$ cat config.mk
export PLATFORM = sky130hd
export DESIGN_NAME = mem_access_unit
export DESIGN_NICKNAME = d
export VERILOG_FILES = /design/src/rtl/mem_access_unit_pkg.sv /design/src/rtl/mem_access_unit_lane_align.sv /design/src/rtl/mem_access_unit.sv
export SDC_FILE = /design/constraint.sdc
export NUM_CORES = 1
export LEC_CHECK = 0
export ABC_CLOCK_PERIOD_IN_PS = 3700
export CORE_ASPECT_RATIO = 1.1
export CORE_MARGIN = 2
export CORE_UTILIZATION = 25
export CTS_CLUSTER_SIZE = 10
export DETAILED_ROUTE_END_ITERATION = 12
export GPL_ROUTABILITY_DRIVEN = 1
export PLACE_DENSITY = 0.44
export SLEW_MARGIN = 20
export SYNTH_ARGS = -nofsm -noshare
export SYNTH_HDL_FRONTEND = slang
export SYNTH_HIERARCHICAL = 1
export SYNTH_SLANG_ARGS = --single-unit
export TNS_END_PERCENT = 30
$ cat constraint.sdc
create_clock -name clk -period 3.7 [get_ports clk]
set_input_delay 0.555 -clock clk [delete_from_list [all_inputs] [get_ports clk]]
set_output_delay 0.555 -clock clk [all_outputs]
set_load 0.1 [all_outputs]
$ cat src/rtl/mem_access_unit_pkg.sv
// rtl/mem_access_unit_pkg.sv - width/rdtype codes, FSM states and writeback bundle for the memory stage
package mem_access_unit_pkg;

  localparam logic [1:0] MW_NONE = 2'd0;
  localparam logic [1:0] MW_BYTE = 2'd1;
  localparam logic [1:0] MW_HALF = 2'd2;
  localparam logic [1:0] MW_WORD = 2'd3;

  localparam logic RD_SEXT = 1'b0;
  localparam logic RD_ZEXT = 1'b1;

  typedef enum logic [1:0] {
    ST_IDLE     = 2'd0,
    ST_REQ      = 2'd1,
    ST_WAIT_RSP = 2'd2,
    ST_DRAIN    = 2'd3
  } mau_state_t;

  typedef struct packed {
    logic [4:0]  rd;
    logic        reg_we;
    logic [31:0] wdata;
    logic        misalign;
    logic        buserr;
  } wb_t;

  function automatic logic is_misaligned(input logic [1:0] width, input logic [1:0] off);
    case (width)
      MW_HALF: return off[0];
      MW_WORD: return off != 2'b00;
      default: return 1'b0;
    endcase
  endfunction

endpackage

$ cat src/rtl/mem_access_unit_lane_align.sv
// rtl/mem_access_unit_lane_align.sv - combinational store lane steering and load extract/extend
module mem_lane_align
  import mem_access_unit_pkg::*;
(
  input  logic        i_st_load,
  input  logic [1:0]  i_st_width,
  input  logic [1:0]  i_st_off,
  input  logic [31:0] i_st_data,
  output logic [3:0]  o_st_be,
  output logic [31:0] o_st_wdata,
  input  logic [1:0]  i_ld_width,
  input  logic [1:0]  i_ld_off,
  input  logic        i_ld_rdtype,
  input  logic [31:0] i_ld_rdata,
  output logic [31:0] o_ld_data
);

  logic [31:0] w_shifted;
  logic        w_sext;

  always_comb begin
    o_st_be    = 4'h0;
    o_st_wdata = 32'h0;
    if (i_st_load) begin
      o_st_be = 4'hF;
    end else begin
      case (i_st_width)
        MW_BYTE: begin
          o_st_be    = 4'b0001 << i_st_off;
          o_st_wdata = {4{i_st_data[7:0]}};
        end
        MW_HALF: begin
          o_st_be    = 4'b0011 << i_st_off;
          o_st_wdata = {2{i_st_data[15:0]}};
        end
        MW_WORD: begin
          o_st_be    = 4'hF;
          o_st_wdata = i_st_data;
        end
        default: ;
      endcase
    end
  end

  assign w_shifted = i_ld_rdata >> {i_ld_off, 3'b000};
  assign w_sext    = (i_ld_rdtype == RD_SEXT);

  always_comb begin
    o_ld_data = i_ld_rdata;
    case (i_ld_width)
      MW_BYTE: o_ld_data = {{24{w_sext & w_shifted[7]}}, w_shifted[7:0]};
      MW_HALF: o_ld_data = {{16{w_sext & w_shifted[15]}}, w_shifted[15:0]};
      default: ;
    endcase
  end

endmodule

$ cat src/rtl/mem_access_unit.sv
// rtl/mem_access_unit.sv - memory stage: single-outstanding bus FSM, timeout and registered writeback
module mem_access_unit
  import mem_access_unit_pkg::*;
#(
  parameter int TIMEOUT_CYC = 255
) (
  input  logic        clk,
  input  logic        rst_n,
  input  logic        ex_valid_i,
  input  logic        ex_mtype_i,
  input  logic        ex_mem_rw_i,
  input  logic [1:0]  ex_mem_width_i,
  input  logic        ex_mem_rdtype_i,
  input  logic [31:0] ex_alu_res_i,
  input  logic [31:0] ex_rs2_data_i,
  input  logic [4:0]  ex_rd_i,
  input  logic        ex_reg_we_i,
  input  logic        flush_i,
  output logic        mem_stall_o,
  output logic        bus_req_o,
  output logic        bus_we_o,
  output logic [31:0] bus_addr_o,
  output logic [31:0] bus_wdata_o,
  output logic [3:0]  bus_be_o,
  input  logic        bus_gnt_i,
  input  logic        bus_rvalid_i,
  input  logic [31:0] bus_rdata_i,
  input  logic        bus_err_i,
  output logic        mem_valid_o,
  output logic [4:0]  mem_rd_o,
  output logic        mem_reg_we_o,
  output logic [31:0] mem_wdata_o,
  output logic        mem_misalign_o,
  output logic        mem_buserr_o
);

  localparam logic [15:0] TO_LAST = 16'(TIMEOUT_CYC - 1);

  mau_state_t  r_state, w_next_state;
  logic        r_req_we, r_req_load, r_req_rdtype, r_req_reg_we;
  logic [1:0]  r_req_width;
  logic [31:0] r_req_addr, r_req_wdata;
  logic [3:0]  r_req_be;
  logic [4:0]  r_req_rd;
  logic [15:0] r_cnt;
  logic        r_wb_valid;
  wb_t         r_wb;

  logic        w_accept, w_mem_op, w_misalign, w_start;
  logic        w_timeout, w_rsp_done, w_rsp_ok, w_rsp_err;
  logic [3:0]  w_st_be;
  logic [31:0] w_st_wdata, w_ld_data;

  assign w_accept   = (r_state == ST_IDLE) && ex_valid_i && !flush_i;
  assign w_mem_op   = ex_mtype_i && (ex_mem_width_i != MW_NONE);
  assign w_misalign = w_mem_op && is_misaligned(ex_mem_width_i, ex_alu_res_i[1:0]);
  assign w_start    = w_accept && w_mem_op && !w_misalign;
  assign w_timeout  = (r_cnt == TO_LAST);
  assign w_rsp_done = bus_rvalid_i || w_timeout;
  // A response that lands together with a timeout is still honoured.
  assign w_rsp_ok   = (r_state == ST_WAIT_RSP) && !flush_i && bus_rvalid_i && !bus_err_i;
  assign w_rsp_err  = (r_state == ST_WAIT_RSP) && !flush_i && (bus_rvalid_i ? bus_err_i : w_timeout);

  mem_lane_align u_lane_align (
    .i_st_load   (ex_mem_rw_i),
    .i_st_width  (ex_mem_width_i),
    .i_st_off    (ex_alu_res_i[1:0]),
    .i_st_data   (ex_rs2_data_i),
    .o_st_be     (w_st_be),
    .o_st_wdata  (w_st_wdata),
    .i_ld_width  (r_req_width),
    .i_ld_off    (r_req_addr[1:0]),
    .i_ld_rdtype (r_req_rdtype),
    .i_ld_rdata  (bus_rdata_i),
    .o_ld_data   (w_ld_data)
  );

  always_ff @(posedge clk or negedge rst_n) begin
    if (!rst_n) r_state <= ST_IDLE;
    else        r_state <= w_next_state;
  end

  always_comb begin
    w_next_state = r_state;
    case (r_state)
      ST_IDLE:     if (w_start) w_next_state = ST_REQ;
      ST_REQ: begin
        // Once granted the bus owes us a response, so a flush must drain it.
        if (bus_gnt_i)    w_next_state = flush_i ? ST_DRAIN : ST_WAIT_RSP;
        else if (flush_i) w_next_state = ST_IDLE;
      end
      ST_WAIT_RSP: begin
        if (w_rsp_done)   w_next_state = ST_IDLE;
        else if (flush_i) w_next_state = ST_DRAIN;
      end
      ST_DRAIN:    if (w_rsp_done) w_next_state = ST_IDLE;
      default:     w_next_state = ST_IDLE;
    endcase
  end

  always_comb begin
    bus_req_o   = (r_state == ST_REQ);
    mem_stall_o = (r_state != ST_IDLE);
  end

  always_ff @(posedge clk or negedge rst_n) begin
    if (!rst_n) begin
      r_cnt <= 16'd0;
    end else if (r_state == ST_REQ && bus_gnt_i) begin
      r_cnt <= 16'd0;
    end else if (r_state == ST_WAIT_RSP || r_state == ST_DRAIN) begin
      r_cnt <= r_cnt + 16'd1;
    end
  end

  always_ff @(posedge clk or negedge rst_n) begin
    if (!rst_n) begin
      r_req_we     <= 1'b0;
      r_req_load   <= 1'b0;
      r_req_rdtype <= 1'b0;
      r_req_reg_we <= 1'b0;
      r_req_width  <= MW_NONE;
      r_req_addr   <= 32'h0;
      r_req_wdata  <= 32'h0;
      r_req_be     <= 4'h0;
      r_req_rd     <= 5'd0;
    end else if (w_start) begin
      r_req_we     <= !ex_mem_rw_i;
      r_req_load   <= ex_mem_rw_i;
      r_req_rdtype <= ex_mem_rdtype_i;
      r_req_reg_we <= ex_reg_we_i;
      r_req_width  <= ex_mem_width_i;
      r_req_addr   <= ex_alu_res_i;
      r_req_wdata  <= w_st_wdata;
      r_req_be     <= w_st_be;
      r_req_rd     <= ex_rd_i;
    end
  end

  assign bus_we_o    = r_req_we;
  assign bus_addr_o  = {r_req_addr[31:2], 2'b00};
  assign bus_wdata_o = r_req_wdata;
  assign bus_be_o    = r_req_be;

  always_ff @(posedge clk or negedge rst_n) begin
    if (!rst_n) begin
      r_wb_valid <= 1'b0;
      r_wb       <= '0;
    end else begin
      r_wb_valid <= 1'b0;
      if (w_accept && !w_start) begin
        r_wb_valid     <= 1'b1;
        r_wb.rd        <= ex_rd_i;
        r_wb.reg_we    <= ex_reg_we_i && !ex_mtype_i;
        r_wb.wdata     <= ex_alu_res_i;
        r_wb.misalign  <= w_misalign;
        r_wb.buserr    <= 1'b0;
      end else if (w_rsp_ok) begin
        r_wb_valid     <= 1'b1;
        r_wb.rd        <= r_req_rd;
        r_wb.reg_we    <= r_req_load && r_req_reg_we;
        r_wb.wdata     <= r_req_load ? w_ld_data : r_req_addr;
        r_wb.misalign  <= 1'b0;
        r_wb.buserr    <= 1'b0;
      end else if (w_rsp_err) begin
        r_wb_valid     <= 1'b1;
        r_wb.rd        <= r_req_rd;
        r_wb.reg_we    <= 1'b0;
        r_wb.wdata     <= r_req_addr;
        r_wb.misalign  <= 1'b0;
        r_wb.buserr    <= 1'b1;
      end
    end
  end

  assign mem_valid_o    = r_wb_valid;
  assign mem_rd_o       = r_wb.rd;
  assign mem_reg_we_o   = r_wb.reg_we;
  assign mem_wdata_o    = r_wb.wdata;
  assign mem_misalign_o = r_wb.misalign;
  assign mem_buserr_o   = r_wb.buserr;

endmodule

# Yosys cells after proc, flatten, opt, wreduce, memory -nomap -nowiden
# Index checks and enable logic that the tools add are counted.
# word_totals
regBits,138
input_bits,114
out_inout_bits,112
elab_cells,90
# op_classes
addsub,1
eq_ne,13
shifts,3
n_mux,24
bitwise,3
n_reduce_logical,29
# op_table
cell,n
$mux 40,3
$pmux 32 s3,1
$mux 32,2
$pmux 32 s2,1
$mux 16,2
$shr 32x5->16,1
$add 16x1->16 const B,1
$eq 16x8->1 const B,1
$logic_and 1x1->1,14
$mux 2,6
$pmux 4 s3,1
$eq 2x2->1 const B,5
$pmux 2 s4,1
$reduce_bool 2->1,4
$eq 2x1->1 const B,3
$logic_not 1->1,6
$mux 1,5
$mux 4,1
$ne 2x2->1 const B,2
$reduce_and 4->1,1
$shl 1x2->4 const A,1
$shl 2x2->4 const A,1
$ne 3x2->1 const B,1
$ne 3x3->1 const B,1
other kinds (6),8

# Depth between registers and ports, before layout
# Gate-level depths: netlist of the first run.
# depth
depth_word,8
depth_mapped,10
depth_no_buf,9

# Hierarchy
# The synthesis of the first run kept the hierarchy.
# modules_own_cells
mod,instances,cells_per_inst,area_per_inst_um2
mem_access_unit,1,536,6278.5
mem_lane_align,1,233,1487.7

# Worst setup path before layout of the first run
# OpenSTA, ideal clock, no wires.
# synth_path
kind,flip-flop to flip-flop
start,register r_state[1]
end,register r_cnt[10]
arrival_time_ns,2.546
t_required_ns,3.571
path_slack_ns,1.025
path_stages_with_launch,6
path_buffers,1
cell_sequence,dfrtp_1 -> buf_2 -> nor2_1 -> nand2_1 -> o211ai_1 -> o31ai_1
# synth_between
elab_chain_len,3
word_cells_on_any_way,7
# synth_rtl
element,line_no,text
from (decl),mem_access_unit.sv:39,"mau_state_t r_state, w_next_state;"
from (signal assigned),mem_access_unit.sv:80,else r_state <= w_next_state;
$eq 2x1->1 *,-,
net bus_req_o,mem_access_unit.sv:20,"output logic bus_req_o,"
$logic_and 1x1->1 *,mem_access_unit.sv:109,end else if (r_state == ST_REQ && bus_gnt_i) begin
$mux 16 or $reduce_bool 2->1 (tied branches),-,
to (signal assigned),mem_access_unit.sv:112,r_cnt <= r_cnt + 16'd1;
to (decl),mem_access_unit.sv:45,logic [15:0] r_cnt;
# Mark *: on every way through the listed nets, which the timed path passes. The rest lies on a longest branch.
# A chain may end at the register's enable or synchronous reset.

# Worst setup path after layout of the first run
# layout_path
start,register r_state[1]
end,register r_req_addr[20]
# layout_between
elab_chain_len,5
# layout_rtl
element,line_no,text
$logic_not 2->1,mem_access_unit.sv:54,assign w_accept = (r_state == ST_IDLE) && ex_valid_i && !flush_i;
$logic_and 1x1->1 (2 in series),mem_access_unit.sv:54,
$logic_and 1x1->1 (2 in series),mem_access_unit.sv:57,assign w_start = w_accept && w_mem_op && !w_misalign;
to (signal assigned),mem_access_unit.sv:133,r_req_addr <= ex_alu_res_i;
to (decl),mem_access_unit.sv:42,"logic [31:0] r_req_addr, r_req_wdata;"
# Every way passes these cells.

==> results of run 1 <==
-- power by group through the flow --
stage | clock (mW) | combinational [mW] | sequential [mW]
floorplan | 0 | 2.55 | 4.63
CTS | 1.84 | 5.93 | 2.51
global route | 1.90 | 6.11 | 2.59
finish | 1.78 | 5.88 | 2.50
global placement | 0 | 5.90 | 2.53
detailed placement | 0 | 5.92 | 2.53
-- cell type report --
cell class                      instances  area (sq um)  share of cell area
Clock inverter                         11           146              0.0136
Antenna cell                            2          5.00            0.000465
Inverter                               17          63.8             0.00593
Multi-Input combinational cell        528          3740               0.348
Clock buffer                           20           457              0.0424
Tap cell                              414           518              0.0481
Sequential cell                       138          3450               0.321
Timing Repair Buffer                  240          2380               0.221
-- layer usage --
layer / share of wire / up-vias
met2: 0.46 / 170
met3: 0.072 / 16
met1: 0.46 / 3110
li1: - / 3064
met5: 0.00035 / -
met4: 0.0090 / 2
-- kinds of logic (layout without fill, tap and decap cells) --
family | Yosys count | after routing | share of synthesized area
adder cells (fa/ha/maj) | 10 | 10 | 0.0161
multiplexers | 107 | 107 | 0.154
buffers and inverters | 104 | 288 | 0.0767
XOR/XNOR | 9 | 9 | 0.0102
other | 1 | 4 | 0.000483
AND/OR/NAND/NOR | 231 | 231 | 0.143
flip-flops | 138 | 138 | 0.445
AO/OA/AOI/OAI | 169 | 169 | 0.155
-- through the flow --
stage / instances / hold WS, ns
5_1_grt: 1369 / 0.252
3_3_place_gp: 1337 / 0.469
4_1_cts: 1368 / 0.260
2_1_floorplan: 770 / 0.259
3_5_place_dp: 1337 / 0.475
6_report: 1370 / 0.181
-- sequential cells by signal, indices dropped and copies added (netlist names), 2 cells and up --
register and cells:
r_req_rd 5, mem_rd_o 5, bus_wdata_o 32, bus_be_o 4, mem_wdata_o 32, r_req_addr 32
r_cnt 16, r_state 2, r_req_width 2
-- layout by cell type (no fill, tap or decap), types with 10 or more instances in the layout --
master           synthesis  routed
clkdlybuf4s50_1          0     220
nand2_1                 93      93
o21ai_1                 12      10
a221o_1                 21      21
nor2b_1                 18      18
mux2i_1                 25      25
a22oi_1                 16      16
dfrtp_1                138     138
ha_1                    10      10
buf_4                   35      17
o21ai_0                 21      21
and2_1                  18      18
nand3_1                 18      18
nor2_1                  53      53
a21oi_1                 46      46
clkbuf_16                0      17
inv_1                   17      17
mux2_2                  78      78
-- critical path, stage by stage, from the launching register on --
cell,delay [ns]
dfrtp_1,0.61
nor4b_4,0.45
and2_1,0.29
nor3b_4,0.27
buf_4,0.46
mux2_2,0.39
-- final timing paths --
check	depth (start not counted)	endpoint	slack [ns]	from
max in group asynchronous	2	mem_valid_o	2.73	rst_n
worst min-delay path	1	r_req_addr[10]	0.18	rst_n
worst max register to register	5	r_req_addr[20]	1.08	r_state[1]
worst max-delay path	5	r_req_addr[20]	1.08	r_state[1]
worst min register to register	1	bus_wdata_o[9]	0.49	bus_wdata_o[9]
min in group clk	1	bus_wdata_o[9]	0.49	bus_wdata_o[9]
==> impl_metrics.ini, run 1 <==
[outcome]
status = finished clean

[placement]
detailed_place.area_sq_um = 10200
hpwl_mm = 18.5
preCtsSetupSlack_ns = 0.683
portBuffers = 223
place_congestion = 0.731

[yosys]
syn_avg_cell_area_sq_um = 10.1
yosysWarnings = 6
synth_flop_cell = dfrtp_1
syn_area_sq_um = 7770
synthTopCellsByArea = dfrtp_1, mux2_2, nand2_1
synth_commonest_cells = dfrtp_1, nand2_1, mux2_2, nor2_1, a21oi_1
synth_edf_count = 0
ys_seq_elements = 138
async_flop_share = 1.00
synthCells = 769
synth_cell_types = 57
post-synth-top-count-cell = dfrtp_1
synth_top_area_share = 0.445
seq_area_frac_synth = 0.445
synth_top_cell_by_area = dfrtp_1

[global_routing]
met3_usage = 0.0558
grt-ovfl-total = 0
antenna_found_initial = 4
grt_pass1_vias = 6425
grt_pass1_wl_mm = 39.2
grt_use_met2 = 0.250
grt_max_degree = 93
top_usage_layer = met2
use_met1 = 0.207
grt_use_total = 0.159

[finish]
postLayoutCoreUtil = 0.353
area_growth_pct = 38.6
design_area_sq_um = 10800
layout.nets = 1066
fill_cells = 3163
drive_above_1_share = 0.153

[worst_setup_path]
critical_path_required_ns = 4.01
cp_max_fo = 30
critPathCaptureType = register
start_kind = register
crit_type = register to register
arrival_ns = 2.93

[clock_tree]
cts_buffers = 17
clock_latency_ns = 0.43
cts.sinks = 138
ctsHtreeMaxLevel = 4
hold_buffers = 0
cts_buffer_depth = 2
cts_tree = yes
cts_resized = 0
post-cts-setup-buffers = 0
clk_pin_slew_ns = 0.06
clock-root-buffer = clkbuf_16

[timing]
worstMarginPinSlew_ns = 1.06
relSlewSlack = 0.290
hold_viol_final = 0
rsz0062_at_grt = false
final.setup_skew_ns = 0.0115
tns_ns = 0
maxSlewViolCount = 0
fin_ws_ns = 1.08
fmax_mhz = 382
fin_crit_ns = 2.62
setup_violations = 0
min_period_over_period = 0.707

[power_and_ir_drop]
power_frac_clock = 0.175
power_frac_seq = 0.246
leakagePower_nw = 4.51
swShare = 0.539
p_per_area_nw_per_um2 = 944
pwr-share-comb = 0.579
peakVddDrop_v = 0.000487
power.internal_mw = 4.68
netSwitchingPower_mw = 5.48
fin_total_pwr_mw = 10.2

[floorplanning]
die_height_microns = 189
num_rows = 67
die-area_sq_um = 32500
initial_core_util = 0.255
io_pins = 226
coreArea_sq_um = 30500
die_w_microns = 172

[drt]
ant_nets = 0
finalWirelength_mm = 25.6
drt_iter0_drc = 333
num_vias = 6362
viasPerCell = 4.64
wl_per_cell_microns = 18.7
drc = 0
dr.pass1.iters = 5

[flow_run]
drv_cap = 0

[hold_path]
min_path_type = input pin to async pin
Note: power is estimated with default switching activity, not from simulation.
==> inputs of run 2 (changes only) <==
--- a/config.mk
+++ b/config.mk
@@ -5,14 +5,14 @@
 export SDC_FILE = /design/constraint.sdc
 export NUM_CORES = 1
 export LEC_CHECK = 0
-export ABC_CLOCK_PERIOD_IN_PS = 3700
+export ABC_CLOCK_PERIOD_IN_PS = 2200
 export CORE_ASPECT_RATIO = 1.1
 export CORE_MARGIN = 2
 export CORE_UTILIZATION = 25
 export CTS_CLUSTER_SIZE = 10
 export DETAILED_ROUTE_END_ITERATION = 12
 export GPL_ROUTABILITY_DRIVEN = 1
-export PLACE_DENSITY = 0.44
+export PLACE_DENSITY = 0.45
 export SLEW_MARGIN = 20
 export SYNTH_ARGS = -nofsm -noshare
 export SYNTH_HDL_FRONTEND = slang
==> constraint.sdc (replaced) <==
create_clock -name clk -period 2.2 [get_ports clk]
set_input_delay 0.33 -clock clk [delete_from_list [all_inputs] [get_ports clk]]
set_output_delay 0.33 -clock clk [all_outputs]
set_load 0.1 [all_outputs]
==> run 2 against run 1 <==
Count of clock-buffer cells in the layout fell by 3. Routed wire length increased by 4.5%. Final cell count rose by 4.8%. Clock skew is essentially flat. Fmax is 22% higher. Sequential share of layout area decreased by 1.1 points. Critical path type unchanged. Critical endpoint is now mem_wdata_o[1]. Highest routed layer unchanged.
==> impl_metrics.ini, run 2 (synthesis gave the netlist of run 1 again) <==
[finish]
area_growth_pct = 43.7
final_common_cell = buf_4
drive_above_1_share = 0.321
finalNonFillerCells = 1436
mostFrequentLayoutCells = buf_4, dfrtp_1, clkdlybuf4s50_1
layout.nets = 1132

[floorplanning]
die_w_microns = 172
initial_core_util = 0.255
num_rows = 67
die-area_sq_um = 32500
io_pins = 226
coreArea_sq_um = 30500
die_height_microns = 189

[worst_setup_path]
start_kind = register
rr_worst_depth = 6
crit_path_top_delay_cell = or4_4
reg2reg_slack_ns = 0.06
r2r_start = r_cnt[11]
cp_cell_sequence = or4_4 > nor4_4 > o21ai_4 > and2_4 > buf_12 > a221o_1
arrival_ns = 2.44
crit_type = register to register
timing.rr.end = mem_wdata_o[1]
critPathCapture = mem_wdata_o[1]
critPathCaptureType = register
critical_path_required_ns = 2.50
crit_start = r_cnt[11]
cp_max_fo = 12
critPathMaxStageDelay_ns = 0.55

[power_and_ir_drop]
fin_total_pwr_mw = 17.2
peakVddDrop_v = 0.00122
p_per_area_nw_per_um2 = 1540
leakagePower_nw = 5.04

[clock_tree]
cts_buffers = 17
ctsHtreeMaxLevel = 4
clock_latency_ns = 0.43
cts_buffer_depth = 2
cts_tree = yes
clock-root-buffer = clkbuf_16
cts.sinks = 138
clk_pin_slew_ns = 0.07

[timing]
fmax_mhz = 468
worstMarginPinSlew_ns = 0.618
hold_viol_final = 0
setup_violations = 0
fin_crit_ns = 2.14
fin_ws_ns = 0.0628
maxSlewViolCount = 0
final.setup_skew_ns = 0.0116
min_period_over_period = 0.971
relSlewSlack = 0.588
rsz0062_at_grt = false

[global_routing]
grt_max_degree = 57
grt_use_total = 0.164
grt_pass1_vias = 6633
antenna_found_initial = 3
grt_pass1_wl_mm = 40.5
grt-ovfl-total = 0

[drt]
num_vias = 6641
viasPerCell = 4.62
dr.pass1.iters = 5
drc = 0
ant_nets = 0
finalWirelength_mm = 26.7
drt_iter0_drc = 351
wl_per_cell_microns = 18.6

[hold_path]
min_path_type = input pin to async pin

[placement]
place_congestion = 0.763
dp.cells = 1399
portBuffers = 223
preCtsSetupSlack_ns = -0.193
hpwl_mm = 19.7

[outcome]
status = finished clean

[flow_run]
drv_cap = 0
## run 2: changes by cell type in the layout (fill, tap and decap cells not counted), moves of 2 or more
cell	previous run	this run
buf_12	2	15
buf_4	17	176
a21oi_2	0	3
clkdlybuf4s50_1	220	112
a21oi_1	46	44
inv_6	0	6
clkbuf_8	2	0
## run 2: timing repair
action,4_1_cts,5_1_grt
hold endpoints to repair,52,0
hold buffers,1,0
pin swaps,1,1
resized for setup,0,8
cloned,0,1
endpoints found under the setup margin,22,20
setup buffers,0,2
## run 2: worst min-delay path by stage
stage / end / slack (ns) / cells past startpoint
after floorplan: bus_be_o[0] / 0.03 / 0
after global placement: mem_wdata_o[16] / 0.36 / 1
after detailed placement: mem_wdata_o[16] / 0.36 / 1
after CTS: mem_wdata_o[16] / 0.47 / 2
after global routing: mem_wdata_o[16] / 0.49 / 2
final: mem_wdata_o[16] / 0.44 / 2
## run 2: per-layer routing
metal | up-vias | track usage | wire (microns)
met5 | - | 0 | 13
met4 | 2 | 0.0398 | 240
met3 | 16 | 0.0393 | 1560
met2 | 174 | 0.266 | 12800
met1 | 3244 | 0.220 | 12100
li1 | 3205 | - | -
## run 2: where the power goes
group | internal, mW | switching [mW] | leakage (nW)
Combinational | 2.54 | 7.47 | 3.02
Clock | 1.69 | 1.27 | 0.277
Sequential | 3.47 | 0.719 | 1.74
## run 2: layout make-up
class | count | area, sq um
fill | 3140 | 19400
multi-input combinational | 529 | 3770
sequential | 138 | 3450
timing repair buffer | 305 | 2760
tap | 414 | 518
clock buffer | 17 | 425
clock inverter | 15 | 161
inverter | 17 | 63.8
antenna | 1 | 2.50
## run 2: critical path: cells and delay by family, from the launching register on
kind            cells  cell delay [ns]
flops               1             0.38
simple gates        3             1.10
buf+inv             1             0.14
compound gates      2             0.38
## run 2: metrics by stage
step | TNS [ns] | cell area [sq um] | hold slack, ns | util
floorplan | 0 | 7770 | 0.0344 | -
global placement | -14.60 | 10500 | 0.364 | 0.345
detailed placement | -14.43 | 10500 | 0.359 | 0.345
CTS | 0 | 11100 | 0.465 | 0.364
global route | 0 | 11200 | 0.491 | 0.366
finish | 0 | 11200 | 0.439 | 0.366
